$ cat src/rtl/uart_pkg.sv
// Purpose: shared types and constants for the UART blocks (rx now, tx later).
// Latency: n/a (package only).
// Backpressure: n/a.
package uart_pkg;

  typedef enum logic [2:0] {
    ST_IDLE,
    ST_START,
    ST_DATA,
    ST_STOP,
    ST_WAIT_IDLE
  } uart_rx_state_t;

  localparam int UART_OVERSAMPLE = 16;

  // Samples 7, 8 and 9 of each bit are majority-voted; the decision is made at 9.
  localparam logic [3:0] UART_VOTE_LO = 4'd7;
  localparam logic [3:0] UART_VOTE_HI = 4'd9;

  // 100 MHz / (115200 * 16) rounded to the nearest integer.
  localparam int UART_CLKS_100M_115200 = 54;

  function automatic logic uart_vote3(input logic a, input logic b, input logic c);
    return (a & b) | (a & c) | (b & c);
  endfunction

endpackage

$ cat src/rtl/uart_baud_tick.sv
// Purpose: oversample tick generator; counts 0..CLKS_PER_SAMPLE-1 while enabled.
// Latency: first tick CLKS_PER_SAMPLE-1 cycles after enable rises, then every CLKS_PER_SAMPLE.
// Backpressure: none; counter is held at 0 while i_en is low.
// Ports: i_clk clock, i_resetn sync active-low reset, i_en run enable, o_tick one-cycle tick.
module uart_baud_tick
  import uart_pkg::*;
#(
  parameter int CLKS_PER_SAMPLE = UART_CLKS_100M_115200
) (
  input  logic i_clk,
  input  logic i_resetn,
  input  logic i_en,
  output logic o_tick
);

  localparam int             W    = $clog2(CLKS_PER_SAMPLE);
  localparam logic [W-1:0]   LAST = W'(CLKS_PER_SAMPLE - 1);

  logic [W-1:0] r_cnt;
  logic         w_last;

  assign w_last = (r_cnt == LAST);
  assign o_tick = i_en & w_last;

  always_ff @(posedge i_clk) begin
    if (!i_resetn) begin
      r_cnt <= '0;
    end else if (!i_en || w_last) begin
      r_cnt <= '0;
    end else begin
      r_cnt <= r_cnt + 1'b1;
    end
  end

endmodule

$ cat src/rtl/uart_rx_capture.sv
// Purpose: 16x oversampling 8N1 UART receiver with false-start, framing and overrun detection.
// Latency: rx_valid rises 1 cycle after the stop-bit vote (tick 153 after START, START 3 cycles after the pin falls).
// Backpressure: rx_valid/rx_data hold until rx_ready; a byte completing while still held is dropped and sets overrun.
// Ports: io_mainClk clock, io_resetn sync active-low reset, io_rxd async serial line (idle 1),
//        rx_data/rx_valid/rx_ready byte handshake, frame_err 1-cycle pulse, overrun sticky flag, overrun_clr clears it.
module uart_rx_capture
  import uart_pkg::*;
#(
  parameter int CLKS_PER_SAMPLE = UART_CLKS_100M_115200,
  parameter int OVERSAMPLE      = UART_OVERSAMPLE
) (
  input  logic       io_mainClk,
  input  logic       io_resetn,
  input  logic       io_rxd,
  output logic [7:0] rx_data,
  output logic       rx_valid,
  input  logic       rx_ready,
  output logic       frame_err,
  output logic       overrun,
  input  logic       overrun_clr
);

  localparam logic [3:0] SAMP_LAST = 4'(OVERSAMPLE - 1);

  // Synchronizer and edge detect
  logic       r_sync1;
  logic       r_rxs;
  logic       r_rxs_d;
  // Fills with ones after reset; bit 2 set means r_rxs_d holds a real pin sample,
  // so a line already low at reset release is not mistaken for a 1->0 edge.
  logic [2:0] r_fill;
  logic       w_fall;

  always_ff @(posedge io_mainClk) begin
    if (!io_resetn) begin
      r_sync1 <= 1'b1;
      r_rxs   <= 1'b1;
      r_rxs_d <= 1'b1;
      r_fill  <= 3'b000;
    end else begin
      r_sync1 <= io_rxd;
      r_rxs   <= r_sync1;
      r_rxs_d <= r_rxs;
      r_fill  <= {r_fill[1:0], 1'b1};
    end
  end

  assign w_fall = r_fill[2] & r_rxs_d & ~r_rxs;

  // Oversample tick
  uart_rx_state_t r_state;
  logic           w_tick_en;
  logic           w_tick;

  assign w_tick_en = (r_state == ST_START) || (r_state == ST_DATA) || (r_state == ST_STOP);

  uart_baud_tick #(
    .CLKS_PER_SAMPLE (CLKS_PER_SAMPLE)
  ) u_tick (
    .i_clk    (io_mainClk),
    .i_resetn (io_resetn),
    .i_en     (w_tick_en),
    .o_tick   (w_tick)
  );

  // Sample position within the bit and the vote
  logic [3:0] r_samp;
  logic [3:0] w_samp_nxt;
  logic [1:0] r_hist;      // samples VOTE_LO and VOTE_LO+1 of the current bit
  logic       w_vote_now;
  logic       w_vote;
  logic [2:0] r_bit;
  logic [7:0] r_shift;

  assign w_samp_nxt = (r_samp == SAMP_LAST) ? 4'd0 : r_samp + 4'd1;
  assign w_vote_now = w_tick && (w_samp_nxt == UART_VOTE_HI);
  assign w_vote     = uart_vote3(r_hist[1], r_hist[0], r_rxs);

  always_ff @(posedge io_mainClk) begin
    if (!io_resetn) begin
      r_state   <= ST_IDLE;
      r_samp    <= 4'd0;
      r_hist    <= 2'b00;
      r_bit     <= 3'd0;
      r_shift   <= 8'h00;
      rx_data   <= 8'h00;
      rx_valid  <= 1'b0;
      frame_err <= 1'b0;
      overrun   <= 1'b0;
    end else begin
      frame_err <= 1'b0;
      if (rx_valid && rx_ready) begin
        rx_valid <= 1'b0;
      end
      if (overrun_clr) begin
        overrun <= 1'b0;
      end

      if (w_tick) begin
        r_samp <= w_samp_nxt;
        if ((w_samp_nxt >= UART_VOTE_LO) && (w_samp_nxt < UART_VOTE_HI)) begin
          r_hist <= {r_hist[0], r_rxs};
        end
      end

      // Later assignments below win: a load beats the accept-clear and an
      // overrun set beats overrun_clr.
      case (r_state)
        ST_IDLE: begin
          r_samp <= 4'd0;
          if (w_fall) begin
            r_state <= ST_START;
          end
        end
        ST_START: begin
          if (w_vote_now) begin
            if (w_vote) begin
              r_state <= ST_IDLE;
            end else begin
              r_state <= ST_DATA;
              r_bit   <= 3'd0;
            end
          end
        end
        ST_DATA: begin
          if (w_vote_now) begin
            r_shift <= {w_vote, r_shift[7:1]};
            if (r_bit == 3'd7) begin
              r_state <= ST_STOP;
            end else begin
              r_bit <= r_bit + 3'd1;
            end
          end
        end
        ST_STOP: begin
          if (w_vote_now) begin
            if (w_vote) begin
              if (rx_valid && !rx_ready) begin
                overrun <= 1'b1;
              end else begin
                rx_data  <= r_shift;
                rx_valid <= 1'b1;
              end
              r_state <= ST_IDLE;
            end else begin
              frame_err <= 1'b1;
              r_state   <= ST_WAIT_IDLE;
            end
          end
        end
        ST_WAIT_IDLE: begin
          // Hold off through a break so a long low is not read as new start bits.
          if (r_rxs) begin
            r_state <= ST_IDLE;
          end
        end
        default: begin
          r_state <= ST_IDLE;
        end
      endcase
    end
  end

endmodule

$ cat config.mk
export PLATFORM = sky130hd
export DESIGN_NAME = uart_rx_capture
export DESIGN_NICKNAME = d
export VERILOG_FILES = /design/src/rtl/uart_pkg.sv /design/src/rtl/uart_baud_tick.sv /design/src/rtl/uart_rx_capture.sv
export SDC_FILE = /design/constraint.sdc
export NUM_CORES = 1
export LEC_CHECK = 0
export CAP_MARGIN = 20
export CORE_MARGIN = 3
export CORE_UTILIZATION = 51
export CTS_BUF_LIST = sky130_fd_sc_hd__clkbuf_16
export DETAILED_ROUTE_END_ITERATION = 16
export PLACE_DENSITY = 0.74
export SYNTH_ARGS = -nofsm -noshare
export SYNTH_HDL_FRONTEND = slang
export SYNTH_SLANG_ARGS = --single-unit
$ cat constraint.sdc
create_clock -name io_mainClk -period 2.4 [get_ports io_mainClk]
set_clock_uncertainty 0.15 [all_clocks]
set_input_delay 0.72 -clock io_mainClk [delete_from_list [all_inputs] [get_ports io_mainClk]]
set_output_delay 0.72 -clock io_mainClk [all_outputs]
set_load 0.05 [all_outputs]
==> metrics.txt <==
status=finished, final reports clean; antenna violations before repair=0; buffer and inverter count on the worst path=1; top post-synthesis cells by area=dfxtp_1 (46%), mux2i_1 (11%), nor2b_1 (7.3%), ha_1 (4.6%), nor2_1 (2.6%); Reg2Reg Depth=7; sw power=421 uW; IO Count=16; crit path cell chain=clkdlybuf4s50_1; Final Core Density=66.3%; H-tree depth=2; clock network fraction of design power=38.6%; layout cells sized above 1=10.4%; Core ar.=0.00344 sq mm; Worst Hold Class=reg -> reg; critical path type=reg -> out; Area growth syn-to-layout=20.7%; Slew headroom=66.7%; Die X=66.9 um; Seq cells post-synth=43; final WL=3360 um; buffers added on ports=15; sequential fraction of the synthesis area=45.5%; clk slew on worst S/H paths=0.06 ns; CTS root buf=clkbuf_16; worst hold start=r_sync1; GRT Total Usage=16.8%; Logic pwr share=about 14%; multi-input logic area=roughly 990 sq um; Max Freq=433 MHz; TritonCTS Buffers=5; worst reg2reg setup slack=0.16 ns; Worst-Skew Late Latency=0.28 ns; Worst Hold End=r_rxs; ant diodes=0; design area=between 0.002 and 0.0025 sq mm; Final GP Congestion=around 0.87; worst slew pin tran=0.499 ns; Die H=66.9 um; Slew Limit Fails=0; drt wl/cell=13.0 um; setup tns final=0 ns; Nets=about 220; Vias=1,379; RSZ-0062 raised after global routing=false; Tmin final=2.31 ns; WP depth=1; first-pass GRT wire length=~5600 um; Syn Nets=201; Overflow after GRT=0; CP required=~1.5 ns; DR pass1 iterations=4; startpoint types=flop; synthesized cell area=0.00189 sq mm; slowest library cell on the worst path=clkdlybuf4s50_1; largest net degree at the start of global routing=22; Reg2Reg Capture Point=r_bit[0]; CP max stage delay=around 0.81 ns; Vias/cell=5.34; Max clock buf depth=2; Sw Share=25.6%; Hold WS=0.262 ns; die area=0.00447 sq mm; row count=21; crit path capture type=output port; LEAKAGE=0.000852 uW; DRT iter0 DRCs=74; Final Hold Viols=0; EDFF count, synth=0; Syn Area/Cell=10.0 sq um; MaxCap Viol Count=0; vias in the first global route=1,270; post-synth top area share=45.5%; Tcrit/Tclk final=96.2%; top_reg_cell synth=dfxtp_1; Netlist cell types=39; Internal=1220 uW; dpl hpwl=approximately 2500 um; CP Data Arrival Time=1.44 ns; top cell family by delay on the critical path=buffers and inverters; cell accounting for the most synthesized area=dfxtp_1; cells after synthesis=189; dpl cell area=0.00213 sq mm; fillers=276; DRC=0; clock sink total=43; Setup Fix Bufs, Post-CTS=0; yosys warns=0; critical path fanouts, max=2; sequential power share=47.1%; final setup vio count=0; Seq. cell area=861 sq um; FF-to-FF Start=r_samp[0]; pwr/cell area=721 mW/mm^2; Starting Density=54.9%; Async SR Flop Fraction=0%; ANT nets after route=0; Peak supply drop=0.000463 V; worst hold path cell count=1; CTS tree=done
==> worst max path at each step <==
stage	from	end	slack, ns
after floorplan	r_samp[0]	r_bit[1]	0.14
after global placement	rx_ready	rx_data[2]	0.15
after detailed placement	r_samp[0]	r_bit[0]	0.09
after CTS	rx_data[3]	rx_data[3]	0.09
after global routing	r_samp[0]	r_shift[0]	0.02
final	rx_data[3]	rx_data[3]	0.09
==> registers in the layout (all words and copies together) (netlist names), 2 cells and up <==
| signal | flops |
|---|---|
| r_shift | 8 |
| rx_data | 8 |
| u_tick.r_cnt | 6 |
| r_samp | 4 |
| r_bit | 3 |
| r_fill | 3 |
| r_state | 3 |
| r_hist | 2 |
==> synthesized netlist by cell type (all sizes together) (2+ instances only) <==
library cell	instances
dfxtp	43
nor2b	22
mux2i	21
nor2	13
nand2	12
ha	7
nand2b	7
inv	6
and2	5
clkbuf	5
nand3	4
a21oi	3
nand3b	3
o21ai	3
o22ai	3
xnor2	3
a211oi	2
a21boi	2
a221o	2
and3	2
nor3	2
or3b	2
xor2	2
==> worst register-to-register path, delay by kind of cell (launching register included) <==
kind	cells	cell delay [ns]
DFF	1	0.36
adders and majority gates	1	0.19
buffers and inverters	1	0.10
and+or+nand+nor	2	0.75
AOI/OAI and AO/OA	3	0.62
==> cell type report <==
class                      count  area share, %
clock buffer                   5           5.48
timing repair buffer          21           9.10
sequential                    43           37.7
clock inverter                 3          0.713
tap                           46           2.52
multi-input combinational    134           43.5
inverter                       6          0.987
==> power by group through the flow <==
| stage | sequential, uW | clock (uW) | combinational [uW] |
|---|---|---|---|
| global route | 779 | 686 | 261 |
| detailed placement | 790 | 0 | 230 |
| floorplan | 781 | 0 | 186 |
| finish | 775 | 635 | 236 |
| global placement | 788 | 0 | 223 |
| CTS | 774 | 657 | 231 |
==> metal layers <==
metal	vias up	GRT usage (%)	routed length [um]
met5	-	0	0
li1	696	-	-
met4	0	5.32	31
met2	27	26.2	1550
met3	5	6.24	162
met1	651	21.2	1620
==> per-stage QoR <==
stage | setup WS (ns) | total power [uW] | cells
after floorplan | 0.144 | 967 | 189
after global placement | 0.146 | 1010 | 250
final | 0.0900 | 1650 | 258
after detailed placement | 0.0903 | 1020 | 250
after CTS | 0.0857 | 1660 | 258
after global routing | 0.0188 | 1730 | 258
==> cell families (layout without fill, tap and decap cells) <==
group / Yosys count / in the layout / synth area share (%)
mux: 21 / 21 / 11.1
simple gates: 79 / 79 / 24.6
compound gates: 21 / 21 / 8.47
fa+ha+maj: 8 / 8 / 5.36
buf+inv: 12 / 35 / 2.58
xor+xnor: 5 / 5 / 2.32
flops: 43 / 43 / 45.5
==> cells in the final DEF, fill, tap and decap left out, types with 3 or more instances in the layout <==
cell             Yosys  layout
nand3b_1             3       3
and2_1               5       5
buf_4                1       5
nor2b_1             22      22
clkdlybuf4s50_1      0      15
dfxtp_1             43      43
nand3_1              4       4
o22ai_1              3       3
nand2_1             12      12
o21ai_0              3       3
xnor2_1              3       3
clkbuf_16            0       5
a21oi_1              3       3
ha_1                 7       7
inv_1                6       7
nand2b_1             7       7
nor2_1              13      13
mux2i_1             21      21
==> what timing repair did <==
item | CTS | global route
hold buffers | 0 | 0
setup endpoints to repair | 0 | 4
resized for setup | 0 | 2
Note: power is estimated with default switching activity, not from simulation.
